<file path="config.mk">
export PLATFORM = sky130hd
export DESIGN_NAME = ff_bank_multimode_flat
export DESIGN_NICKNAME = d
export VERILOG_FILES = /design/src/rtl/ff_bank_multimode_if.sv /design/src/rtl/ff_bank_multimode.sv /design/src/flat_wrapper.sv
export SDC_FILE = /design/constraint.sdc
export NUM_CORES = 1
export LEC_CHECK = 0
export BUFFER_PORTS_ARGS = -buffer_cell sky130_fd_sc_hd__buf_2
export CAP_MARGIN = 20
export CORE_UTILIZATION = 37
export DETAILED_ROUTE_END_ITERATION = 10
export SETUP_SLACK_MARGIN = 0.02
export SYNTH_ARGS = -nofsm -noshare
export SYNTH_HDL_FRONTEND = slang
export SYNTH_SLANG_ARGS = --single-unit
</file>
<file path="constraint.sdc">
create_clock -name clk -period 2.9 [get_ports clk]
set_clock_uncertainty 0.05 [all_clocks]
set_input_delay 0.145 -clock clk [delete_from_list [all_inputs] [get_ports clk]]
set_output_delay 0.145 -clock clk [all_outputs]
set_load 0.05 [all_outputs]
</file>
<file path="src/rtl/ff_bank_multimode_if.sv">
// Bus bundle for ff_bank_multimode: control/data inputs and state/status outputs.
interface ff_bank_multimode_if #(
  parameter int unsigned WIDTH = 8,
  parameter int unsigned CNT_W = 8
) ();

  logic             en;
  logic [1:0]       mode_in;
  logic             mode_load;
  logic [WIDTH-1:0] a;
  logic [WIDTH-1:0] b;
  logic             clr_err;

  logic [WIDTH-1:0] q;
  logic [WIDTH-1:0] qn;
  logic [1:0]       mode;
  logic             err_sr;
  logic [CNT_W-1:0] err_cnt;
  logic             err_sticky;

  // Driver side: owns the controls and per-bit inputs, observes state/status.
  modport master (
    output en, mode_in, mode_load, a, b, clr_err,
    input  q, qn, mode, err_sr, err_cnt, err_sticky
  );

  // Flip-flop bank side.
  modport slave (
    input  en, mode_in, mode_load, a, b, clr_err,
    output q, qn, mode, err_sr, err_cnt, err_sticky
  );

endinterface

</file>
<file path="src/rtl/ff_bank_multimode.sv">
// WIDTH-bit flip-flop bank with a runtime mode (D/T/JK/SR), deterministic SR S=R=1
// handling and illegal-SR status (pulse, saturating counter, sticky flag).
module ff_bank_multimode #(
  parameter int unsigned     WIDTH       = 8,
  parameter logic [WIDTH-1:0] INIT       = '0,
  parameter int unsigned     SR11_POLICY = 0,
  parameter int unsigned     CNT_W       = 8
) (
  input  logic            clk,
  input  logic            rst,
  ff_bank_multimode_if.slave bus
);

  typedef enum logic [1:0] {
    MODE_D  = 2'b00,
    MODE_T  = 2'b01,
    MODE_JK = 2'b10,
    MODE_SR = 2'b11
  } mode_e;

  localparam logic [CNT_W-1:0] CNT_MAX = '1;

  logic [WIDTH-1:0] r_q;
  logic [WIDTH-1:0] r_qn;
  mode_e            r_mode;
  logic             r_err_sr;
  logic [CNT_W-1:0] r_err_cnt;
  logic             r_err_sticky;

  logic             w_update;
  logic             w_illegal;
  logic [WIDTH-1:0] w_sr11;
  logic [WIDTH-1:0] w_q_next;
  logic [CNT_W-1:0] w_cnt_next;
  logic             w_sticky_next;

  // An update edge is an enabled edge that is not spent loading the mode.
  assign w_update  = bus.en & ~bus.mode_load;
  // One illegal event per edge no matter how many bits collide.
  assign w_illegal = w_update & (r_mode == MODE_SR) & (|(bus.a & bus.b));

  // Next value of every bit for the SR S=R=1 case, fixed at elaboration.
  always_comb begin
    w_sr11 = r_q;
    case (SR11_POLICY)
      32'd1:   w_sr11 = '1;
      32'd2:   w_sr11 = '0;
      32'd3:   w_sr11 = ~r_q;
      default: w_sr11 = r_q;
    endcase
  end

  // Per-bit next state for the active mode; holds unless this is an update edge.
  always_comb begin
    w_q_next = r_q;
    if (w_update) begin
      for (int i = 0; i < int'(WIDTH); i++) begin
        case (r_mode)
          MODE_D:  w_q_next[i] = bus.a[i];
          MODE_T:  w_q_next[i] = r_q[i] ^ bus.a[i];
          MODE_JK: begin
            case ({bus.a[i], bus.b[i]})
              2'b01:   w_q_next[i] = 1'b0;
              2'b10:   w_q_next[i] = 1'b1;
              2'b11:   w_q_next[i] = ~r_q[i];
              default: w_q_next[i] = r_q[i];
            endcase
          end
          default: begin
            case ({bus.a[i], bus.b[i]})
              2'b01:   w_q_next[i] = 1'b0;
              2'b10:   w_q_next[i] = 1'b1;
              2'b11:   w_q_next[i] = w_sr11[i];
              default: w_q_next[i] = r_q[i];
            endcase
          end
        endcase
      end
    end
  end

  // Status next state: an illegal event beats a simultaneous clear.
  always_comb begin
    w_cnt_next    = r_err_cnt;
    w_sticky_next = r_err_sticky;
    if (w_illegal) begin
      w_sticky_next = 1'b1;
      if (bus.clr_err) begin
        w_cnt_next = CNT_W'(1);
      end else if (r_err_cnt != CNT_MAX) begin
        w_cnt_next = r_err_cnt + CNT_W'(1);
      end
    end else if (bus.clr_err) begin
      w_cnt_next    = '0;
      w_sticky_next = 1'b0;
    end
  end

  // Flip-flop state and its complement, reset to INIT / ~INIT.
  always_ff @(posedge clk or posedge rst) begin
    if (rst) begin
      r_q  <= INIT;
      r_qn <= ~INIT;
    end else begin
      r_q  <= w_q_next;
      r_qn <= ~w_q_next;
    end
  end

  // Mode register; a newly loaded mode takes effect from the following edge.
  always_ff @(posedge clk or posedge rst) begin
    if (rst) begin
      r_mode <= MODE_JK;
    end else if (bus.mode_load) begin
      r_mode <= mode_e'(bus.mode_in);
    end
  end

  // Illegal-SR status: one-cycle pulse, saturating counter, sticky flag.
  always_ff @(posedge clk or posedge rst) begin
    if (rst) begin
      r_err_sr     <= 1'b0;
      r_err_cnt    <= '0;
      r_err_sticky <= 1'b0;
    end else begin
      r_err_sr     <= w_illegal;
      r_err_cnt    <= w_cnt_next;
      r_err_sticky <= w_sticky_next;
    end
  end

  assign bus.q          = r_q;
  assign bus.qn         = r_qn;
  assign bus.mode       = r_mode;
  assign bus.err_sr     = r_err_sr;
  assign bus.err_cnt    = r_err_cnt;
  assign bus.err_sticky = r_err_sticky;

endmodule
</file>
<file path="src/flat_wrapper.sv">
// flat-port wrapper written by rule: the top's interface ports become plain ports
module ff_bank_multimode_flat 
#(
  parameter int unsigned     WIDTH       = 8,
  parameter logic [WIDTH-1:0] INIT       = '0,
  parameter int unsigned     SR11_POLICY = 0,
  parameter int unsigned     CNT_W       = 8
)
  (clk, rst, bus_en, bus_mode_in, bus_mode_load, bus_a, bus_b, bus_clr_err, bus_q, bus_qn, bus_mode, bus_err_sr, bus_err_cnt, bus_err_sticky);
  ff_bank_multimode_if #(.WIDTH(WIDTH), .CNT_W(CNT_W)) bus_i ();
  input  logic clk;
  input  logic rst;
  input wire logic [$bits(bus_i.en)-1:0] bus_en;
  input wire logic [$bits(bus_i.mode_in)-1:0] bus_mode_in;
  input wire logic [$bits(bus_i.mode_load)-1:0] bus_mode_load;
  input wire logic [$bits(bus_i.a)-1:0] bus_a;
  input wire logic [$bits(bus_i.b)-1:0] bus_b;
  input wire logic [$bits(bus_i.clr_err)-1:0] bus_clr_err;
  output wire logic [$bits(bus_i.q)-1:0] bus_q;
  output wire logic [$bits(bus_i.qn)-1:0] bus_qn;
  output wire logic [$bits(bus_i.mode)-1:0] bus_mode;
  output wire logic [$bits(bus_i.err_sr)-1:0] bus_err_sr;
  output wire logic [$bits(bus_i.err_cnt)-1:0] bus_err_cnt;
  output wire logic [$bits(bus_i.err_sticky)-1:0] bus_err_sticky;
  assign bus_i.en = bus_en;
  assign bus_i.mode_in = bus_mode_in;
  assign bus_i.mode_load = bus_mode_load;
  assign bus_i.a = bus_a;
  assign bus_i.b = bus_b;
  assign bus_i.clr_err = bus_clr_err;
  assign bus_q = bus_i.q;
  assign bus_qn = bus_i.qn;
  assign bus_mode = bus_i.mode;
  assign bus_err_sr = bus_i.err_sr;
  assign bus_err_cnt = bus_i.err_cnt;
  assign bus_err_sticky = bus_i.err_sticky;
  ff_bank_multimode #(.WIDTH(WIDTH), .INIT(INIT), .SR11_POLICY(SR11_POLICY), .CNT_W(CNT_W)) u_core (.clk(clk), .rst(rst), .bus(bus_i));
endmodule
</file>
==> Word level (Yosys, flattened, before mapping) <==
Cells that the tools add are included.
{ "word_totals": {"ff_bits": 28, "latch_bits": 0, "mem_bits_rw": 0, "romBits": 0, "in_bits": 23, "word_cells": 93, "mem_count": 0} }
{ "op_classes": {"n_addsub": 1, "multipliers": 0, "div_mod_pow": 0, "order_cmp": 0, "n_eq_ne": 28, "shifts": 0, "n_mux": 31, "bitwise": 22, "n_reduce_logical": 5} }
{ "ops": {"columns": ["operator", "count"], "rows": [
  ["$pmux 1 s3", 16],
  ["$mux 8", 5],
  ["$eq 2x2->1 const B", 18],
  ["$eq 2x1->1 const B", 9],
  ["$pmux 1 s2", 8],
  ["$not 1->1", 9],
  ["$add 8x1->8 const B", 1],
  ["$and 8x8->8", 1],
  ["$ne 8x8->1 const B", 1],
  ["$not 8->8", 1],
  ["$reduce_or 8->1", 1],
  ["$xor 1x1->1", 8],
  ["$reduce_bool 2->1", 2],
  ["$and 1x1->1", 3],
  ["$logic_not 2->1", 1],
  ["$mux 1", 2],
  ["$reduce_and 2->1", 1]
]} }

==> Depth between registers and ports, before layout <==
{ "depth": {"word_depth": 6, "mapped_depth": 7, "ltp_nobuf": 6} }

==> Worst setup path before layout <==
No wires, ideal clock.
{ "synth_path": {"kind": "register to register", "startpoint": "reg u_core.r_mode[1] (netlist: u_core.bus.mode[1])", "endpoint": "reg u_core.r_err_cnt[3] (netlist: u_core.bus.err_cnt[3])", "setup_ns": 0.078, "arrival_ns": 1.827, "required_time_ns": 2.772, "setup_slack_ns": 0.945, "path_stages_with_launch": 7, "n_path_buf": 2, "period_less_slack_ns": 1.955, "path_cell_list": "dfstp_2 -> buf_6 -> nand2_4 -> a211o_1 -> buf_2 -> or3_1 -> a21oi_1"} }
{ "synth_between": {"elab_chain_len": 5, "word_cells_on_any_way": 6} }
{ "synth_lines": {"columns": ["element", "line", "rtl"], "rows": [
  ["from (decl)", "ff_bank_multimode.sv:25", "mode_e r_mode;"],
  ["from (signal assigned)", "ff_bank_multimode.sv:115", "r_mode <= mode_e'(bus.mode_in);"],
  ["$eq 2x2->1 *", "ff_bank_multimode.sv:40", "assign w_illegal = w_update & (r_mode == MODE_SR) & (|(bus.a & bus.b));"],
  ["$and 1x1->1 * (2 in series)", "ff_bank_multimode.sv:40", null],
  ["$reduce_bool 2->1 (no line)", null, null],
  ["$reduce_and 2->1 (no line)", null, null],
  ["to (signal assigned)", "ff_bank_multimode.sv:127", "r_err_cnt <= w_cnt_next;"],
  ["to (decl)", "ff_bank_multimode.sv:27", "logic [CNT_W-1:0] r_err_cnt;"]
]} }
Mark *: on every way between the ends. The rest lies on a longest branch, timed or not.
A chain may end at the register's enable or synchronous reset.

==> Worst setup path after layout <==
{ "layout_path": {"startpoint": "reg u_core.r_mode[1] (netlist: u_core.bus.mode[1])", "endpoint": "reg u_core.r_err_cnt[4] (netlist: u_core.bus.err_cnt[4])"} }
The elaborated chain is that of the path after synthesis.

==> results.toml <==
[power]
peakVddDrop_uv = 283.4
p_total_mw = 1.279
power-per-cell-area_nw_per_um2 = 568.7
power.leakage_nw = 1.051

[flow_run]
drv_cap = 0

[cts]
cts_root_buf = "clkbuf_8"
cts_tree = "yes"
htreeDepth = 1
clk_pin_slew_worst_paths_ps = 100
clockBufferDepth = 2
clkLatencyLatePin_ps = 270
cts_resized = 0
clkSinkCount = 28
numCtsBuffers = 3

[drt]
avgViaCountPerCell = 5.150
vias = 1643
wl_per_cell_um = 13.17
drt_wl_total_um = 4201
dr.pass1.iters = 4
drc = 0
drt.antenna.violating_nets = 0
first_iter_violations = 80

[setup_path]
cp_max_fo = 13
reg2reg_setup_slack_ps = 1000
critical_path_arrival_ps = 2050
crit_type = "flop to flop"
start_kind = "flop"
worstSetupEndpointType = "flop"
required_ps = 3050

[finish]
syn2layout_area_growth_pct = 21.83
utilization_pct = 47.29
drive_above_1_share_pct = 28.17
antenna_cells = 0
fin_nets = 293
stdcell_count = 319
final_area_sq_um = 2248

[synth]
async_reset_ff_share_pct = 100.0
syn_area_sq_um = 1846
synthTopCellsByArea = "dfrtp_1 (26%), dfstp_2 (13%), ha_1 (12%)"
synth_edf_count = 0
ys_seq_elements = 28
postSynthAreaPerCell_sq_um = 9.136
ys_seq_area_share_pct = 38.58
ys.flop_type = "dfrtp_1"
synthCells = 202
synth_top_area_cell = "dfrtp_1"
yosysWarnings = 0
synth.distinct_cells = 35
syn-num-nets = 242
synth_top_area_share_pct = 25.76

[placed_design]
placed_area_sq_um = 2166
dp_slack_ps = 1024
hpwl_um = 2990
dp.cells = 313
place.gp.congestion = 0.8000
port_buffers = 50

[die]
num_io_pins = 51
core-area_sq_um = 4755
dieWidth_um = 72.63
die_h_um = 72.63
initial_utilization_pct = 38.82
num_rows = 25
die-area_sq_um = 5274

[timing]
max_freq_ghz = 0.5262
period_needed_ps = 1900
fin_crit_sh_pct = 65.53
setup_violations = 0
whs_ps = 49.20
maxSlewViolCount = 0
setup_slack_ps = 999.7
tns_ps = 0
rsz0062_at_grt = "false"
hold_violations = 0
worst_pin_slew_ps = 481.0
slew_headroom_pct = 67.89

[min_path]
hold_class = "input pin to flop"

[global_route]
antenna_found_initial = 0
grt-ovfl-total = 0
grt_pass1_wl_um = 6837
track_usage_pct = 16.61
grt_pass1_vias = 1478
grt_max_degree = 38

[status]
status = "complete, no violations"
[worst max-delay path, stage by stage, from the launching register on]
cell and delay [ps]:
dfstp_2 570, nand2_4 100, a211o_1 390, or4_1 540, a21oi_1 180
[cell usage after synthesis (all sizes together) (2+ instances only)]
library cell,n
buf,4
a32oi,2
clkbuf,7
a22o,8
dfstp,9
mux2,2
a22oi,8
nand2,6
nor4,2
nor3,2
dfrtp,19
o311ai,2
or4,2
ha,17
nand2b,26
nand3,10
o41ai,2
nor2,13
inv,13
a21oi,13
o21ai,17
o211ai,8
o31ai,2
[report_power, final]
group / internal (mW) / switching [mW]
registers: 0.475 / 0.0478
logic: 0.157 / 0.378
clock network: 0.0985 / 0.123
[cells in the final DEF, fill, tap and decap left out, types with 2 or more instances in the layout]
cell type  instances
o211ai_1           8
mux2_2             2
a32oi_1            2
a21oi_1           13
nor3_1             2
buf_4              5
dfstp_2            9
nand2b_1          26
nand2_1            5
buf_2             50
or4_1              2
clkbuf_8           3
nand3_1           10
nor2_1            13
o21ai_0           17
o41ai_1            2
a22o_1             8
nor4_1             2
dfrtp_1           19
o31ai_1            2
a22oi_1            8
inv_1             13
ha_1              17
[area by class of cell]
cell class	count	area (sq um)
sequential	28	711.9
timing repair buffer	57	325.3
clock buffer	4	45.04
inverter	13	48.80
tap	67	83.83
fill	491	2506
multi-input combinational	150	1033
[cell families after synthesis]
| logic type | Yosys count | share of synthesized area [%] |
|---|---|---|
| AND/OR/NAND/NOR | 66 | 19.87 |
| AO/OA/AOI/OAI | 65 | 23.39 |
| flip-flops | 28 | 38.58 |
| buffers and inverters | 24 | 5.424 |
| adder cells (fa/ha/maj) | 17 | 11.53 |
| multiplexers | 2 | 1.220 |
[layer usage]
| metal | GRT usage (%) | part of all wire [%] |
|---|---|---|
| met3 | 2.624 | 4.1 |
| met5 | 0 | 0 |
| met1 | 23.57 | 50 |
| met2 | 26.58 | 45 |
| met4 | 3.922 | 0.69 |
[worst paths after layout]
| path | cells past startpoint | to | start |
|---|---|---|---|
| worst max-delay path | 4 | u_core.bus.err_cnt[4]$_DFFE_PP0P_ | u_core.bus.mode[1]$_DFFE_PP1P_ |
| min in group asynchronous | 3 | u_core.bus.err_sr$_DFF_PP0_ | rst |
| worst max register to register | 4 | u_core.bus.err_cnt[4]$_DFFE_PP0P_ | u_core.bus.mode[1]$_DFFE_PP1P_ |
| worst min-delay path | 2 | u_core.bus.mode[1]$_DFFE_PP1P_ | bus_mode_in[1] |
| max in group asynchronous | 5 | u_core.bus.mode[1]$_DFFE_PP1P_ | rst |
| worst min register to register | 1 | u_core.bus.err_sticky$_DFFE_PP0P_ | u_core.bus.err_sticky$_DFFE_PP0P_ |
[what timing repair did]
| action | CTS | global route |
|---|---|---|
| hold buffers | 0 | 1 |
| buffers inserted | 0 | 0 |
| hold endpoints to repair | 0 | 5 |
No activity file was read; power rests on OpenSTA's default activity.
